===== src/rtl/wb_lsu_master_pkg.sv =====
// Shared constants for the load/store Wishbone initiator: funct3/sel codes,
// response error codes, FSM state encoding and the request legality check.
package wb_lsu_master_pkg;

  localparam int unsigned WD_W = 16;

  localparam logic [2:0] F3_B  = 3'b000;
  localparam logic [2:0] F3_H  = 3'b001;
  localparam logic [2:0] F3_W  = 3'b010;
  localparam logic [2:0] F3_BU = 3'b100;
  localparam logic [2:0] F3_HU = 3'b101;

  typedef logic [1:0] lsu_err_t;

  localparam lsu_err_t ERR_OK       = 2'b00;
  localparam lsu_err_t ERR_FUNCT3   = 2'b01;
  localparam lsu_err_t ERR_MISALIGN = 2'b10;
  localparam lsu_err_t ERR_TIMEOUT  = 2'b11;

  localparam logic [1:0] ST_IDLE     = 2'd0;
  localparam logic [1:0] ST_STROBE   = 2'd1;
  localparam logic [1:0] ST_WAIT_ACK = 2'd2;
  localparam logic [1:0] ST_RESP     = 2'd3;

  // Encoding errors take precedence over alignment; halfwords may straddle words.
  function automatic lsu_err_t lsu_check(input logic we, input logic [2:0] funct3,
                                         input logic [1:0] addr_lo);
    lsu_err_t err;
    err = ERR_OK;
    case (funct3)
      F3_B, F3_H, F3_W, F3_BU, F3_HU: err = ERR_OK;
      default:                        err = ERR_FUNCT3;
    endcase
    if ((err == ERR_OK) && we && funct3[2]) begin
      err = ERR_FUNCT3;
    end
    if ((err == ERR_OK) && (funct3 == F3_W) && (addr_lo != 2'b00)) begin
      err = ERR_MISALIGN;
    end
    return err;
  endfunction

endpackage


===== src/rtl/wb_lsu_master_watchdog.sv =====
// Loadable saturating cycle counter; flags expiry on the cycle that would
// complete TIMEOUT_CYCLES counted cycles.
module wb_watchdog
  import wb_lsu_master_pkg::*;
#(
  parameter int unsigned TIMEOUT_CYCLES = 255
) (
  input  logic i_clk,
  input  logic i_reset_n,
  input  logic i_clear,
  input  logic i_enable,
  output logic o_expired
);

  localparam logic [WD_W-1:0] LIMIT = WD_W'(TIMEOUT_CYCLES - 1);
  localparam logic [WD_W-1:0] CMAX  = '1;

  logic [WD_W-1:0] cnt_q, cnt_d;

  always_comb begin
    cnt_d = cnt_q;
    if (i_clear) begin
      cnt_d = '0;
    end else if (i_enable && (cnt_q != CMAX)) begin
      cnt_d = cnt_q + 1'b1;
    end
  end

  always_ff @(posedge i_clk or negedge i_reset_n) begin
    if (!i_reset_n) begin
      cnt_q <= '0;
    end else begin
      cnt_q <= cnt_d;
    end
  end

  assign o_expired = i_enable && (cnt_q >= LIMIT);

endmodule


===== src/rtl/wb_lsu_master.sv =====
// Single-outstanding load/store initiator: CPU valid/ready request in,
// one Wishbone strobe out, registered response with error code back.
module wb_lsu_master
  import wb_lsu_master_pkg::*;
#(
  parameter int unsigned TIMEOUT_CYCLES = 255
) (
  input  logic        i_clk,
  input  logic        i_reset_n,
  input  logic        i_req_valid,
  output logic        o_req_ready,
  input  logic        i_req_we,
  input  logic [2:0]  i_req_funct3,
  input  logic [31:0] i_req_addr,
  input  logic [31:0] i_req_wdata,
  output logic        o_rsp_valid,
  input  logic        i_rsp_ready,
  output logic [31:0] o_rsp_rdata,
  output logic [1:0]  o_rsp_err,
  output logic        o_wb_stb,
  output logic [31:0] o_wb_addr,
  output logic [31:0] o_wb_data,
  output logic        o_wb_we,
  output logic [2:0]  o_wb_sel,
  input  logic [31:0] i_wb_data,
  input  logic        i_wb_ack,
  input  logic        i_wb_stall
);

  logic [1:0]  state_q, state_d;
  logic        wb_stb_q, wb_stb_d;
  logic [31:0] wb_addr_q, wb_addr_d;
  logic [31:0] wb_data_q, wb_data_d;
  logic        wb_we_q, wb_we_d;
  logic [2:0]  wb_sel_q, wb_sel_d;
  logic        rsp_valid_q, rsp_valid_d;
  logic [31:0] rsp_rdata_q, rsp_rdata_d;
  lsu_err_t    rsp_err_q, rsp_err_d;

  lsu_err_t    req_err;
  logic        wd_clear;
  logic        wd_enable;
  logic        wd_expired;

  assign req_err   = lsu_check(i_req_we, i_req_funct3, i_req_addr[1:0]);
  assign wd_enable = (state_q == ST_STROBE) || (state_q == ST_WAIT_ACK);

  wb_watchdog #(
    .TIMEOUT_CYCLES (TIMEOUT_CYCLES)
  ) u_watchdog (
    .i_clk     (i_clk),
    .i_reset_n (i_reset_n),
    .i_clear   (wd_clear),
    .i_enable  (wd_enable),
    .o_expired (wd_expired)
  );

  always_comb begin
    state_d     = state_q;
    wb_stb_d    = wb_stb_q;
    wb_addr_d   = wb_addr_q;
    wb_data_d   = wb_data_q;
    wb_we_d     = wb_we_q;
    wb_sel_d    = wb_sel_q;
    rsp_valid_d = rsp_valid_q;
    rsp_rdata_d = rsp_rdata_q;
    rsp_err_d   = rsp_err_q;
    wd_clear    = 1'b0;

    case (state_q)
      ST_IDLE: begin
        if (i_req_valid) begin
          wb_addr_d = i_req_addr;
          wb_data_d = i_req_wdata;
          wb_we_d   = i_req_we;
          wb_sel_d  = i_req_funct3;
          if (req_err != ERR_OK) begin
            state_d     = ST_RESP;
            rsp_valid_d = 1'b1;
            rsp_err_d   = req_err;
            rsp_rdata_d = '0;
          end else begin
            state_d  = ST_STROBE;
            wb_stb_d = 1'b1;
            wd_clear = 1'b1;
          end
        end
      end

      ST_STROBE: begin
        // An ack only counts once the strobe has been taken (no stall).
        if (!i_wb_stall && i_wb_ack) begin
          state_d     = ST_RESP;
          wb_stb_d    = 1'b0;
          rsp_valid_d = 1'b1;
          rsp_err_d   = ERR_OK;
          rsp_rdata_d = wb_we_q ? 32'd0 : i_wb_data;
        end else if (wd_expired) begin
          state_d     = ST_RESP;
          wb_stb_d    = 1'b0;
          rsp_valid_d = 1'b1;
          rsp_err_d   = ERR_TIMEOUT;
          rsp_rdata_d = '0;
        end else if (!i_wb_stall) begin
          state_d  = ST_WAIT_ACK;
          wb_stb_d = 1'b0;
        end
      end

      ST_WAIT_ACK: begin
        if (i_wb_ack) begin
          state_d     = ST_RESP;
          rsp_valid_d = 1'b1;
          rsp_err_d   = ERR_OK;
          rsp_rdata_d = wb_we_q ? 32'd0 : i_wb_data;
        end else if (wd_expired) begin
          state_d     = ST_RESP;
          rsp_valid_d = 1'b1;
          rsp_err_d   = ERR_TIMEOUT;
          rsp_rdata_d = '0;
        end
      end

      default: begin
        if (i_rsp_ready) begin
          state_d     = ST_IDLE;
          rsp_valid_d = 1'b0;
        end
      end
    endcase
  end

  always_ff @(posedge i_clk or negedge i_reset_n) begin
    if (!i_reset_n) begin
      state_q     <= ST_IDLE;
      wb_stb_q    <= 1'b0;
      wb_addr_q   <= '0;
      wb_data_q   <= '0;
      wb_we_q     <= 1'b0;
      wb_sel_q    <= '0;
      rsp_valid_q <= 1'b0;
      rsp_rdata_q <= '0;
      rsp_err_q   <= ERR_OK;
    end else begin
      state_q     <= state_d;
      wb_stb_q    <= wb_stb_d;
      wb_addr_q   <= wb_addr_d;
      wb_data_q   <= wb_data_d;
      wb_we_q     <= wb_we_d;
      wb_sel_q    <= wb_sel_d;
      rsp_valid_q <= rsp_valid_d;
      rsp_rdata_q <= rsp_rdata_d;
      rsp_err_q   <= rsp_err_d;
    end
  end

  assign o_req_ready = (state_q == ST_IDLE);
  assign o_rsp_valid = rsp_valid_q;
  assign o_rsp_rdata = rsp_rdata_q;
  assign o_rsp_err   = rsp_err_q;
  assign o_wb_stb    = wb_stb_q;
  assign o_wb_addr   = wb_addr_q;
  assign o_wb_data   = wb_data_q;
  assign o_wb_we     = wb_we_q;
  assign o_wb_sel    = wb_sel_q;

endmodule

===== config.mk =====
export PLATFORM = sky130hd
export DESIGN_NAME = wb_lsu_master
export DESIGN_NICKNAME = d
export VERILOG_FILES = /design/src/rtl/wb_lsu_master_pkg.sv /design/src/rtl/wb_lsu_master_watchdog.sv /design/src/rtl/wb_lsu_master.sv
export SDC_FILE = /design/constraint.sdc
export NUM_CORES = 1
export LEC_CHECK = 0
export CORE_MARGIN = 1.5
export CORE_UTILIZATION = 43
export CTS_BUF_LIST = sky130_fd_sc_hd__clkbuf_4 sky130_fd_sc_hd__clkbuf_8 sky130_fd_sc_hd__clkbuf_16
export DETAILED_ROUTE_END_ITERATION = 7
export PLACE_DENSITY = 0.86
export SETUP_SLACK_MARGIN = 0.5
export SYNTH_ARGS = -nofsm -noshare
export SYNTH_HDL_FRONTEND = slang
export SYNTH_SLANG_ARGS = --single-unit

===== constraint.sdc =====
create_clock -name i_clk -period 2.4 [get_ports i_clk]
set_input_delay 0.36 -clock i_clk [delete_from_list [all_inputs] [get_ports i_clk]]
set_output_delay 0.36 -clock i_clk [all_outputs]
set_load 0.005 [all_outputs]

==> metrics.md, run 1 <==
| Metric | Value |
|---|---|
| Run status | `finished with violations` |
| Violated checks | `negative hold slack` |
| Post-Place Cell Area | `between 7000 and 8000 um2` |
| TNS Setup | `0 ns` |
| Worst slew margin | `approximately half` |
| Synthesis-to-finish area growth | `60.1%` |
| Flop and latch count out of synthesis | `between 100 and 150` |
| Ratio of final minimum period to clock period | `82.4%` |
| Post-detail-place hpwl | `roughly 9600 um` |
| Final ANT Viol Nets | `0` |
| Largest net degree at the start of global routing | `approximately 120` |
| Syn nets | `505` |
| Final Hold Fails | `2` |
| Root buffer selected by CTS | `sky130_fd_sc_hd__clkbuf_16` |
| Clock period minus final worst setup slack | `~2.0 ns` |
| Placement Setup Slack | `0.00852 ns` |
| Avg WL per Cell | `slightly below 20 um` |
| Via count of the first global-routing pass | `approximately 4.7k` |
| H-tree Lvls | `4` |
| Leakage power | `3.53 nW` |
| Number of enable-type register cells in the synthesized netlist | `0` |
| Total number of vias | `roughly 4.5k` |
| Synthesized area divided by synthesized cell count | `13.3 um2` |
| Clock buffers created by TritonCTS | `17` |
| Crit-path max cell delay | `about 0.43 ns` |
| Ordered list of cells on the worst path | `ha_1 -> nand2_1 -> o21ai_0 -> a222oi_1 -> buf_4 -> mux2_4` |
| Largest driver fanout on the critical path | `7` |
| Share of synthesized flip-flops with an asynchronous set or reset | `between 90% and 100%` |
| Worst setup slack after layout | `~0.42 ns` |
| Routed via count divided by cell count | `between 5 and 6` |
| Layout cells sized above 1 | `a little under a quarter` |
| Commonest non-fill, non-tap cells in the layout | `sky130_fd_sc_hd__clkdlybuf4s50_1 (204), sky130_fd_sc_hd__dfrtp_1 (120), sky130_fd_sc_hd__mux2_2 (68)` |
| Clk Latency, worst-skew pair | `0.41 ns` |
| Slew @ Worst Pin | `0.726 ns` |
| Worst hold margin | `-0.0166 ns` |
| Clk pin slew, worst setup/hold paths | `~0.05 ns` |
| Count of endpoints failing setup in the final report | `0` |
| Worst-case clock skew | `0.00473 ns` |
| Area of the core region | `11600 um2` |
| Final standard cell utilization of the core | `71.7%` |
| Classification of the worst setup path | `register to register` |
| I/O pin count | `~210` |
| Die span in y | `between 100 and 150 um` |
| Synthesized netlist cell count | `a little under 400` |
| Critical path launch point type | `register` |
| Initial antenna violation count | `0` |
| Sequential area share after synthesis | `between 50% and 60%` |
| Post-synth cell types | `between 50 and 60` |
| Num Clock Sinks | `approximately 120` |
| # diodes | `0` |
| Starting DRT DRC Count | `~300` |
| Number of max-slew violations in the final report | `0` |
| RSZ-0062 raised after global routing | `yes` |
| Critical Path AT | `between 2 and 2.5 ns` |
| Post-layout nets | `745` |
| Worst endpoint required time | `~2.7 ns` |
| TritonCTS clock tree | `yes` |
| Worst voltage drop across the vdd grid | `0.807 mV` |
| Total routing resource utilization after global routing | `a little under a quarter` |
| Hold Path Class | `input port to async pin` |
| First-pass iteration count of the detailed router | `5` |
| Sum of overflow across all layers after global routing | `0` |
| Power Density | `roughly 1300 nW/um2` |
| WP buf/inv | `1` |
| Post-synth design cell area | `~5200 um2` |
| Cts-stage hold buffer count | `0` |
| Routability-driven placement congestion ratio | `just over 0.9` |
| Die area | `between 10000 and 15000 um2` |
| Wire length of the first global-routing pass | `about 24000 um` |
| Fin area | `between 8000 and 9000 um2` |
| Initial core utilization | `44.8%` |
| Number of maximum-capacitance constraint violations | `0` |
| Site row count | `39` |
| Primary flip-flop cell chosen by synthesis mapping | `sky130_fd_sc_hd__dfrtp_1` |
| CP max-delay cell | `sky130_fd_sc_hd__dfrtp_2` |
| DRC Markers | `0` |
| Crit. End Element | `register` |
| Total detailed-routing wirelength | `15300 um` |
| Delay-heaviest family, CP | `compound AO/OA/AOI/OAI gates` |
| Number of buffers added on ports | `210` |
| Yosys warning total | `0` |
| Maximum clock frequency | `approximately 500 MHz` |
| Max Root-Sink Buffers | `2` |
| Most common cell after layout, fill and taps aside | `sky130_fd_sc_hd__clkdlybuf4s50_1` |
| Width of the chip | `~110 um` |
registers in the layout (all words and copies together) (netlist names):
name	cells
o_rsp_rdata	32
o_rsp_valid	1
state_q	2
o_wb_stb	1
o_rsp_err	2
u_watchdog.cnt_q	16
o_wb_we	1
o_wb_addr	32
o_wb_data	32
o_wb_sel	3
power breakdown:
group          internal (mW)  switching, mW
combinational           2.95           1.98
clock                   1.49          0.859
sequential              2.90          0.560
total                   7.35           3.40
cell type report:
type | instances | area (um2)
clock buffer | 21 | 474
tap | 143 | 179
clock inverter | 8 | 71.3
multi-input combinational | 243 | 2140
sequential | 122 | 3060
fill | 776 | 3280
timing repair buffer | 236 | 2370
inverter | 12 | 47.5
cells by family after synthesis:
group                      synth area share, %
muxes                                     16.1
adders and majority gates                 1.68
AOI/OAI and AO/OA                         13.3
and+or+nand+nor                           7.57
buffers and inverters                     2.67
DFF                                       58.7
Yosys cell counts, types with 2 or more instances:
cell type,n,area share (%)
sky130_fd_sc_hd__and2_1,2,0.24
sky130_fd_sc_hd__mux2_2,69,15
sky130_fd_sc_hd__or4_1,4,0.58
sky130_fd_sc_hd__o21ai_0,11,1.1
sky130_fd_sc_hd__clkbuf_1,4,0.29
sky130_fd_sc_hd__ha_1,7,1.7
sky130_fd_sc_hd__and3_1,3,0.36
sky130_fd_sc_hd__mux2_1,2,0.43
sky130_fd_sc_hd__nor2_1,6,0.43
sky130_fd_sc_hd__a211oi_1,2,0.29
sky130_fd_sc_hd__o21ai_1,3,0.29
sky130_fd_sc_hd__dfrtp_1,122,59
sky130_fd_sc_hd__buf_2,9,0.87
sky130_fd_sc_hd__or3_1,5,0.60
sky130_fd_sc_hd__inv_1,11,0.79
sky130_fd_sc_hd__and4_1,3,0.51
sky130_fd_sc_hd__o22a_1,2,0.34
sky130_fd_sc_hd__nand2_1,17,1.2
sky130_fd_sc_hd__mux2i_1,4,0.77
sky130_fd_sc_hd__a22o_1,33,5.6
sky130_fd_sc_hd__nand2b_1,4,0.48
sky130_fd_sc_hd__a31oi_1,2,0.24
sky130_fd_sc_hd__nor3_1,7,0.67
sky130_fd_sc_hd__nor4_1,5,0.60
sky130_fd_sc_hd__buf_6,3,0.65
sky130_fd_sc_hd__nand3_1,6,0.58
sky130_fd_sc_hd__a21oi_1,19,1.8
sky130_fd_sc_hd__o31ai_1,4,0.58
routing by layer:
| layer | part of all wire (%) | track usage [%] | up-vias | routed length [um] |
|---|---|---|---|---|
| li1 | - | - | 1963 | - |
| met1 | 38 | 26.8 | 2213 | 5800 |
| met2 | 50 | 40.2 | 248 | 7690 |
| met3 | 9.6 | 9.80 | 40 | 1470 |
| met4 | 2.5 | 10.4 | 0 | 387 |
| met5 | 0 | 0 | - | 0 |
path summary, 6_finish.rpt:
check                           cells after the start             from  slack (ns)                   end
worst max-delay path                                6       state_q[0]        0.42            state_q[0]
worst min register to register                      1  o_rsp_rdata[25]        0.50       o_rsp_rdata[25]
min in group i_clk                                  2    i_req_addr[1]        0.40          o_wb_addr[1]
worst min-delay path                                2        i_reset_n       -0.02            state_q[1]
worst max register to register                      6       state_q[0]        0.42            state_q[0]
max in group asynchronous                           2        i_reset_n        1.85  u_watchdog.cnt_q[15]
timing repair:
action,in CTS,in global routing
cloned,1,2
resized for setup,13,18
hold endpoints to repair,0,0
pin swaps,6,4
buffers inserted,15,5
endpoints found under the setup margin,40,49
through the flow:
stage | instances | total power, mW
global placement | 733 | 7.53
global route | 785 | 11.3
CTS | 778 | 10.6
finish | 785 | 10.7
floorplan | 392 | 5.53
detailed placement | 733 | 7.72
(Power assumes the default switching activity.)
==> run 2: changes to the inputs <==
==> constraint.sdc (replaced) <==
create_clock -name i_clk -period 1.9 [get_ports i_clk]
set_input_delay 0.285 -clock i_clk [delete_from_list [all_inputs] [get_ports i_clk]]
set_output_delay 0.285 -clock i_clk [all_outputs]
set_load 0.005 [all_outputs]
==> run 2 against run 1 <==
Against the previous run: the run ends with negative setup slack left; sequential cell count stayed put; critical path type unchanged; utilization is 13 points higher; largest power group unchanged; die area stayed put.
==> metrics.md, run 2 (synthesized netlist as in run 1, its figures left out) <==
| Metric | Value |
|---|---|
| Run status | `finished with violations` |
| Violated checks | `negative setup slack` |
| Via count of the first global-routing pass | `roughly 5.8k` |
| Total number of vias | `around 5.8k` |
| Area of the core region | `around 12000 um2` |
| Sequential fraction of design power | `26.1%` |
| Hold Path Class | `input port to async pin` |
| Sum of overflow across all layers after global routing | `0` |
| Maximum clock frequency | `roughly 480 MHz` |
| Ratio of final minimum period to clock period | `109%` |
| Num Clock Sinks | `between 100 and 150` |
| Clock buffers created by TritonCTS | `17` |
| Fillers | `between 400 and 500` |
| Total routing resource utilization after global routing | `between 30% and 40%` |
| I/O pin count | `between 200 and 250` |
| FF-to-FF End | `o_rsp_rdata[3]` |
| Largest driver fanout on the critical path | `8` |
| Routed via count divided by cell count | `roughly 6.5` |
| Final standard cell utilization of the core | `approximately 85%` |
| R2R setup slack | `-0.17 ns` |
| Initial antenna violation count | `0` |
| Initial core utilization | `between 40% and 50%` |
| DRC Markers | `0` |
| Critical Path AT | `about 2.4 ns` |
| Leakage power | `between 4 and 5 nW` |
| Die area | `approximately 13000 um2` |
| Final ANT Viol Nets | `0` |
| Share of total power consumed by net switching | `between 30% and 40%` |
| Clock period minus final worst setup slack | `slightly above 2 ns` |
| Worst-case clock skew | `0.0163 ns` |
| Worst slew margin | `61.1%` |
| CP max-delay cell | `sky130_fd_sc_hd__dfrtp_1` |
| Synthesis-to-finish area growth | `89.4%` |
| Number of maximum-capacitance constraint violations | `0` |
| Power Density | `1750 nW/um2` |
| RSZ-0062 raised after global routing | `yes` |
| Crit. End Element | `register` |
| Max Root-Sink Buffers | `2` |
| Site row count | `39` |
| Depth of the most critical reg-to-reg path | `8` |
| Width of the chip | `about 110 um` |
| Final Hold Fails | `0` |
| Crit-path max cell delay | `just under 0.4 ns` |
| Die span in y | `roughly 110 um` |
| Worst setup slack after layout | `-0.166 ns` |
| Avg WL per Cell | `between 30 and 40 um` |
| Switch Pwr | `6.18 mW` |
| Post-layout nets | `roughly 850` |
| Layout cells sized above 1 | `around 40%` |
| H-tree Lvls | `4` |
| Worst r2r src | `state_q[0]` |
| Relative contribution of the clock network to total power | `about a fifth` |
| Post-detail-place hpwl | `about 12000 um` |
| Classification of the worst setup path | `register to register` |
| Combinational Power Share | `around 53%` |
| Routability-driven placement congestion ratio | `approximately 0.87` |
| Clk pin slew, worst setup/hold paths | `about 0.06 ns` |
| Slew @ Worst Pin | `~0.58 ns` |
| First-pass iteration count of the detailed router | `6` |
| Root buffer selected by CTS | `sky130_fd_sc_hd__clkbuf_16` |
| Internal power consumption | `roughly 11 mW` |
| Wire length of the first global-routing pass | `approximately 35000 um` |
| Worst voltage drop across the vdd grid | `1.14 mV` |
| Worst hold margin | `about 0.37 ns` |
| Critical path launch point type | `register` |
| Starting DRT DRC Count | `~800` |
| Commonest non-fill, non-tap cells in the layout | `sky130_fd_sc_hd__dfrtp_1 (119), sky130_fd_sc_hd__clkdlybuf4s50_1 (102), sky130_fd_sc_hd__dlygate4sd2_1 (91), sky130_fd_sc_hd__buf_4 (91), sky130_fd_sc_hd__mux2_4 (70)` |
| Ordered list of cells on the worst path | `inv_2 -> ha_4 -> buf_12 -> nand3b_1 -> nor4_4 -> buf_4 -> clkbuf_16 -> a22o_1` |
| Most common cell after layout, fill and taps aside | `sky130_fd_sc_hd__dfrtp_1` |
| TNS Setup | `-3.93 ns` |
| Clk Latency, worst-skew pair | `0.43 ns` |
| Number of buffers added on ports | `210` |
| Number of max-slew violations in the final report | `0` |
| TritonCTS clock tree | `yes` |
| Largest net degree at the start of global routing | `42` |
| Count of endpoints failing setup in the final report | `48` |
| Total detailed-routing wirelength | `~27000 um` |
| Worst endpoint required time | `around 2.2 ns` |
| # diodes | `0` |
run 2: final cells by class:
class	instances	area [um2]	area share [%]
Sequential cell	122	3060	31.0
Clock buffer	25	510	5.18
Inverter	12	47.5	0.482
Timing Repair Buffer	338	3280	33.3
Tap cell	143	179	1.82
Clock inverter	7	113	1.14
Multi-Input combinational cell	245	2670	27.0
run 2: through the flow:
stage	std cells	power (mW)	setup WS, ns	area, um2
floorplan	392	7.87	0.0692	5690
global placement	779	10.7	-0.181	8180
global route	892	17.6	-0.218	9860
detailed placement	779	11.1	-0.323	8180
finish	892	17.2	-0.166	9860
CTS	866	15.5	-0.0846	9480
run 2: layer usage:
layer / part of all wire (%) / wire length, um / GRT usage [%]
met5: 0 / 0 / 0
met4: 8.7 / 2400 / 18.8
met3: 11 / 3040 / 11.8
met2: 48 / 13300 / 63.9
met1: 32 / 8780 / 39.8
run 2: worst max path at each step:
| stage | startpoint | end | slack, ns | depth (start not counted) |
|---|---|---|---|---|
| floorplan | u_watchdog.cnt_q[0] | state_q[1] | 0.07 | 6 |
| global placement | i_req_funct3[2] | o_rsp_rdata[13] | -0.18 | 5 |
| detailed placement | i_req_funct3[2] | o_rsp_rdata[4] | -0.32 | 5 |
| CTS | u_watchdog.cnt_q[0] | state_q[1] | -0.08 | 7 |
| global route | state_q[0] | o_rsp_rdata[3] | -0.22 | 8 |
| finish | state_q[0] | o_rsp_rdata[3] | -0.17 | 8 |
run 2: what timing repair did:
| item | CTS | global route |
|---|---|---|
| gates cloned | 8 | 1 |
| setup buffers | 46 | 25 |
| pin swaps | 12 | 36 |
| hold endpoints to repair | 29 | 0 |
| gates resized for setup | 181 | 55 |
| setup endpoints to repair | 222 | 150 |
| hold buffers | 1 | 0 |
run 2: worst max-delay path, delay by kind of cell, from the launching register on:
| kind | cells | cell delay (ns) |
|---|---|---|
| AO/OA/AOI/OAI | 1 | 0.21 |
| flip-flops | 1 | 0.39 |
| AND/OR/NAND/NOR | 2 | 0.49 |
| adder cells (fa/ha/maj) | 1 | 0.33 |
| buffers and inverters | 4 | 0.56 |
run 2: power groups by stage:
stage	clock network (mW)	registers, mW	logic (mW)
6_report	3.52	4.50	9.19
5_1_grt	3.63	4.55	9.40
3_3_place_gp	0	4.27	6.42
3_5_place_dp	0	4.37	6.69
4_1_cts	3.39	4.31	7.78
2_1_floorplan	0	4.38	3.49
==> run 3: changes to the inputs <==
--- a/config.mk
+++ b/config.mk
@@ -7,10 +7,10 @@
 export LEC_CHECK = 0
 export CORE_MARGIN = 1.5
 export CORE_UTILIZATION = 43
-export CTS_BUF_LIST = sky130_fd_sc_hd__clkbuf_4 sky130_fd_sc_hd__clkbuf_8 sky130_fd_sc_hd__clkbuf_16
 export DETAILED_ROUTE_END_ITERATION = 7
 export PLACE_DENSITY = 0.86
 export SETUP_SLACK_MARGIN = 0.5
 export SYNTH_ARGS = -nofsm -noshare
 export SYNTH_HDL_FRONTEND = slang
 export SYNTH_SLANG_ARGS = --single-unit
+export TNS_END_PERCENT = 5
==> run 3 against run 2 <==
Against the previous run: the flow still finishes with violations (negative setup slack); largest cell class is now registers; non-clock buffer count down 77; sequential share of layout area up 3.1 points; design area down 9.0%; hold slack worse by 0.14 ns; largest power group unchanged; first-iteration DRC count down 47%; register-to-register slack better by 0.07 ns; clock skew down 0.0086 ns; maximum frequency up 3.4%; worst setup slack better by 0.068 ns; power down 16%; sequential power down 2%; sequential cell count unchanged.
==> metrics.md, run 3 (synthesized netlist as in run 1, its figures left out) <==
| Metric | Value |
|---|---|
| Root buffer selected by CTS | `sky130_fd_sc_hd__clkbuf_16` |
| Die area | `around 13000 um2` |
| Critical Path AT | `2.29 ns` |
| Depth of the most critical reg-to-reg path | `7` |
| Worst Hold Depth | `2` |
| Worst slew margin | `68.2%` |
| Sum of overflow across all layers after global routing | `0` |
| Worst voltage drop across the vdd grid | `0.712 mV` |
| TritonCTS clock tree | `yes` |
| Routability-driven placement congestion ratio | `between 0.8 and 0.9` |
| Wire length of the first global-routing pass | `26400 um` |
| Number of buffers added on ports | `210` |
| Critical path launch point type | `register` |
| Combinational Power Share | `a little under half` |
| Synthesis-to-finish area growth | `72.3%` |
| I/O pin count | `roughly 210` |
| Max Root-Sink Buffers | `2` |
| Total number of vias | `roughly 4.6k` |
| Delay-heaviest family, CP | `compound AO/OA/AOI/OAI gates` |
| Commonest non-fill, non-tap cells in the layout | `sky130_fd_sc_hd__dfrtp_1 (119), sky130_fd_sc_hd__dlygate4sd2_1 (101), sky130_fd_sc_hd__clkdlybuf4s50_1 (100)` |
| Maximum clock frequency | `501 MHz` |
| Worst-case clock skew | `~0.0077 ns` |
| RSZ-0062 raised after global routing | `yes` |
| Final ANT Viol Nets | `0` |
| WP buf/inv | `2` |
| Ratio of final minimum period to clock period | `105%` |
| Width of the chip | `around 110 um` |
| Clk Latency, worst-skew pair | `about 0.41 ns` |
| Routed via count divided by cell count | `roughly 5.6` |
| Hold path startpoint | `i_req_we` |
| Total routing resource utilization after global routing | `a little over a quarter` |
| Leakage power | `4.22 nW` |
| Post-layout nets | `between 700 and 800` |
| Internal power consumption | `9.71 mW` |
| Wire length on met1 | `6840 um` |
| Hold Path Class | `input port to register` |
| Die span in y | `between 100 and 150 um` |
| Final Instance Count excl. Fillers | `about 810` |
| Worst endpoint required time | `2.19 ns` |
| Total detailed-routing wirelength | `17200 um` |
| Highest layer used for signal routing | `met4` |
| Classification of the worst setup path | `register to register` |
| Clock period minus final worst setup slack | `between 1.5 and 2 ns` |
| Initial antenna violation count | `2` |
| TNS Setup | `-0.192 ns` |
| Largest driver fanout on the critical path | `5` |
| Post-detail-place hpwl | `~11000 um` |
| Clock buffers created by TritonCTS | `17` |
| Site row count | `39` |
| CP max-delay cell | `sky130_fd_sc_hd__dfrtp_1` |
| Worst hold margin | `roughly 0.23 ns` |
| Final standard cell utilization of the core | `between 70% and 80%` |
| First-pass iteration count of the detailed router | `6` |
| Number of max-slew violations in the final report | `0` |
| Fillers | `~660` |
| Path length in cells of the critical path | `7` |
| Number of cells in the design after placement | `about 770` |
| Violated checks | `negative setup slack` |
| Number of maximum-capacitance constraint violations | `0` |
| Layout cells sized above 1 | `between 30% and 40%` |
| DRC Markers | `0` |
| Routed wl met2 | `8960 um` |
| Largest net degree at the start of global routing | `between 50 and 60` |
| Avg WL per Cell | `about 21 um` |
| Timing startpoint of the critical path | `u_watchdog.cnt_q[0]` |
| H-tree Lvls | `4` |
| Relative contribution of the clock network to total power | `22.5%` |
| Starting DRT DRC Count | `between 400 and 500` |
| Routed length on met3 | `about 1100 um` |
| Slew @ Worst Pin | `about 0.48 ns` |
| Run status | `finished with violations` |
| Crit. End Element | `register` |
| Sequential fraction of design power | `a little under a third` |
| Ordered list of cells on the worst path | `inv_2 -> ha_4 -> nor2_4 -> o311a_4 -> a222oi_1 -> buf_4 -> mux2_4` |
| Final Hold Fails | `0` |
| Switch Pwr | `~4.7 mW` |
| Crit-path max cell delay | `about 0.39 ns` |
| Num Clock Sinks | `122` |
| Count of endpoints failing setup in the final report | `3` |
| Initial core utilization | `44.8%` |
| Most common cell after layout, fill and taps aside | `sky130_fd_sc_hd__dfrtp_1` |
| Area of the core region | `around 12000 um2` |
| Worst setup slack after layout | `-0.0973 ns` |
| Via count of the first global-routing pass | `roughly 4.8k` |
| Power Density | `1610 nW/um2` |
| Clk pin slew, worst setup/hold paths | `0.05 ns` |
| Worst r2r src | `u_watchdog.cnt_q[0]` |
| Share of total power consumed by net switching | `~33%` |
[run 3: repair_timing]
item,4_1_cts,5_1_grt
pin swaps,49,41
cloned,1,1
resized for setup,229,31
setup endpoints to repair,222,124
hold endpoints to repair,34,0
setup buffers,7,4
hold buffers,1,0
[run 3: worst paths after layout]
kind                                        endpoint  slack (ns)
worst max register to register            state_q[0]        -0.1
min in group asynchronous              o_wb_addr[17]        0.37
max in group asynchronous       u_watchdog.cnt_q[11]        0.87
worst min-delay path                         o_wb_we        0.23
worst max-delay path                      state_q[0]        -0.1
worst min register to register       o_rsp_rdata[17]        0.49
[run 3: power by group through the flow]
stage                     combinational [mW]  sequential, mW  clock [mW]
after floorplan                         2.75            4.36           0
after global placement                  5.66            4.25           0
after detailed placement                5.83            4.34           0
after CTS                               6.42            4.35        3.28
after global routing                    7.20            4.51        3.42
final                                   6.78            4.40        3.25
[run 3: metrics by stage]
stage	cell area [um2]	worst slack (ns)	total power, mW
5_1_grt	8970	-0.0834	15.1
4_1_cts	8790	-0.0298	14.1
3_5_place_dp	7780	-0.321	10.2
6_report	8970	-0.0973	14.4
2_1_floorplan	5280	0.0688	7.10
3_3_place_gp	7780	-0.282	9.91
[run 3: area by class of cell]
cell class | instances | area, um2 | share of cell area, %
diodes | 2 | 5.00 | 0.0558
clock buffers | 21 | 470 | 5.25
clock inverters | 8 | 119 | 1.33
inverters | 12 | 47.5 | 0.530
multi-input cells | 244 | 2610 | 29.1
flip-flops and latches | 122 | 3060 | 34.1
well taps | 143 | 179 | 2.00
repair buffers | 261 | 2480 | 27.6
[run 3: worst reg2reg max path, cell delays in order, from the launching register on]
cell,delay [ns]
sky130_fd_sc_hd__dfrtp_1,0.39
sky130_fd_sc_hd__inv_2,0.08
sky130_fd_sc_hd__ha_4,0.14
sky130_fd_sc_hd__nor2_4,0.03
sky130_fd_sc_hd__o311a_4,0.35
sky130_fd_sc_hd__a222oi_1,0.37
sky130_fd_sc_hd__buf_4,0.21
sky130_fd_sc_hd__mux2_4,0.30
[run 3: per-layer routing]
metal,track usage (%),vias up
li1,-,2009
met1,32.1,2320
met2,46.7,199
met3,7.55,29
met4,8.75,0
met5,0,-
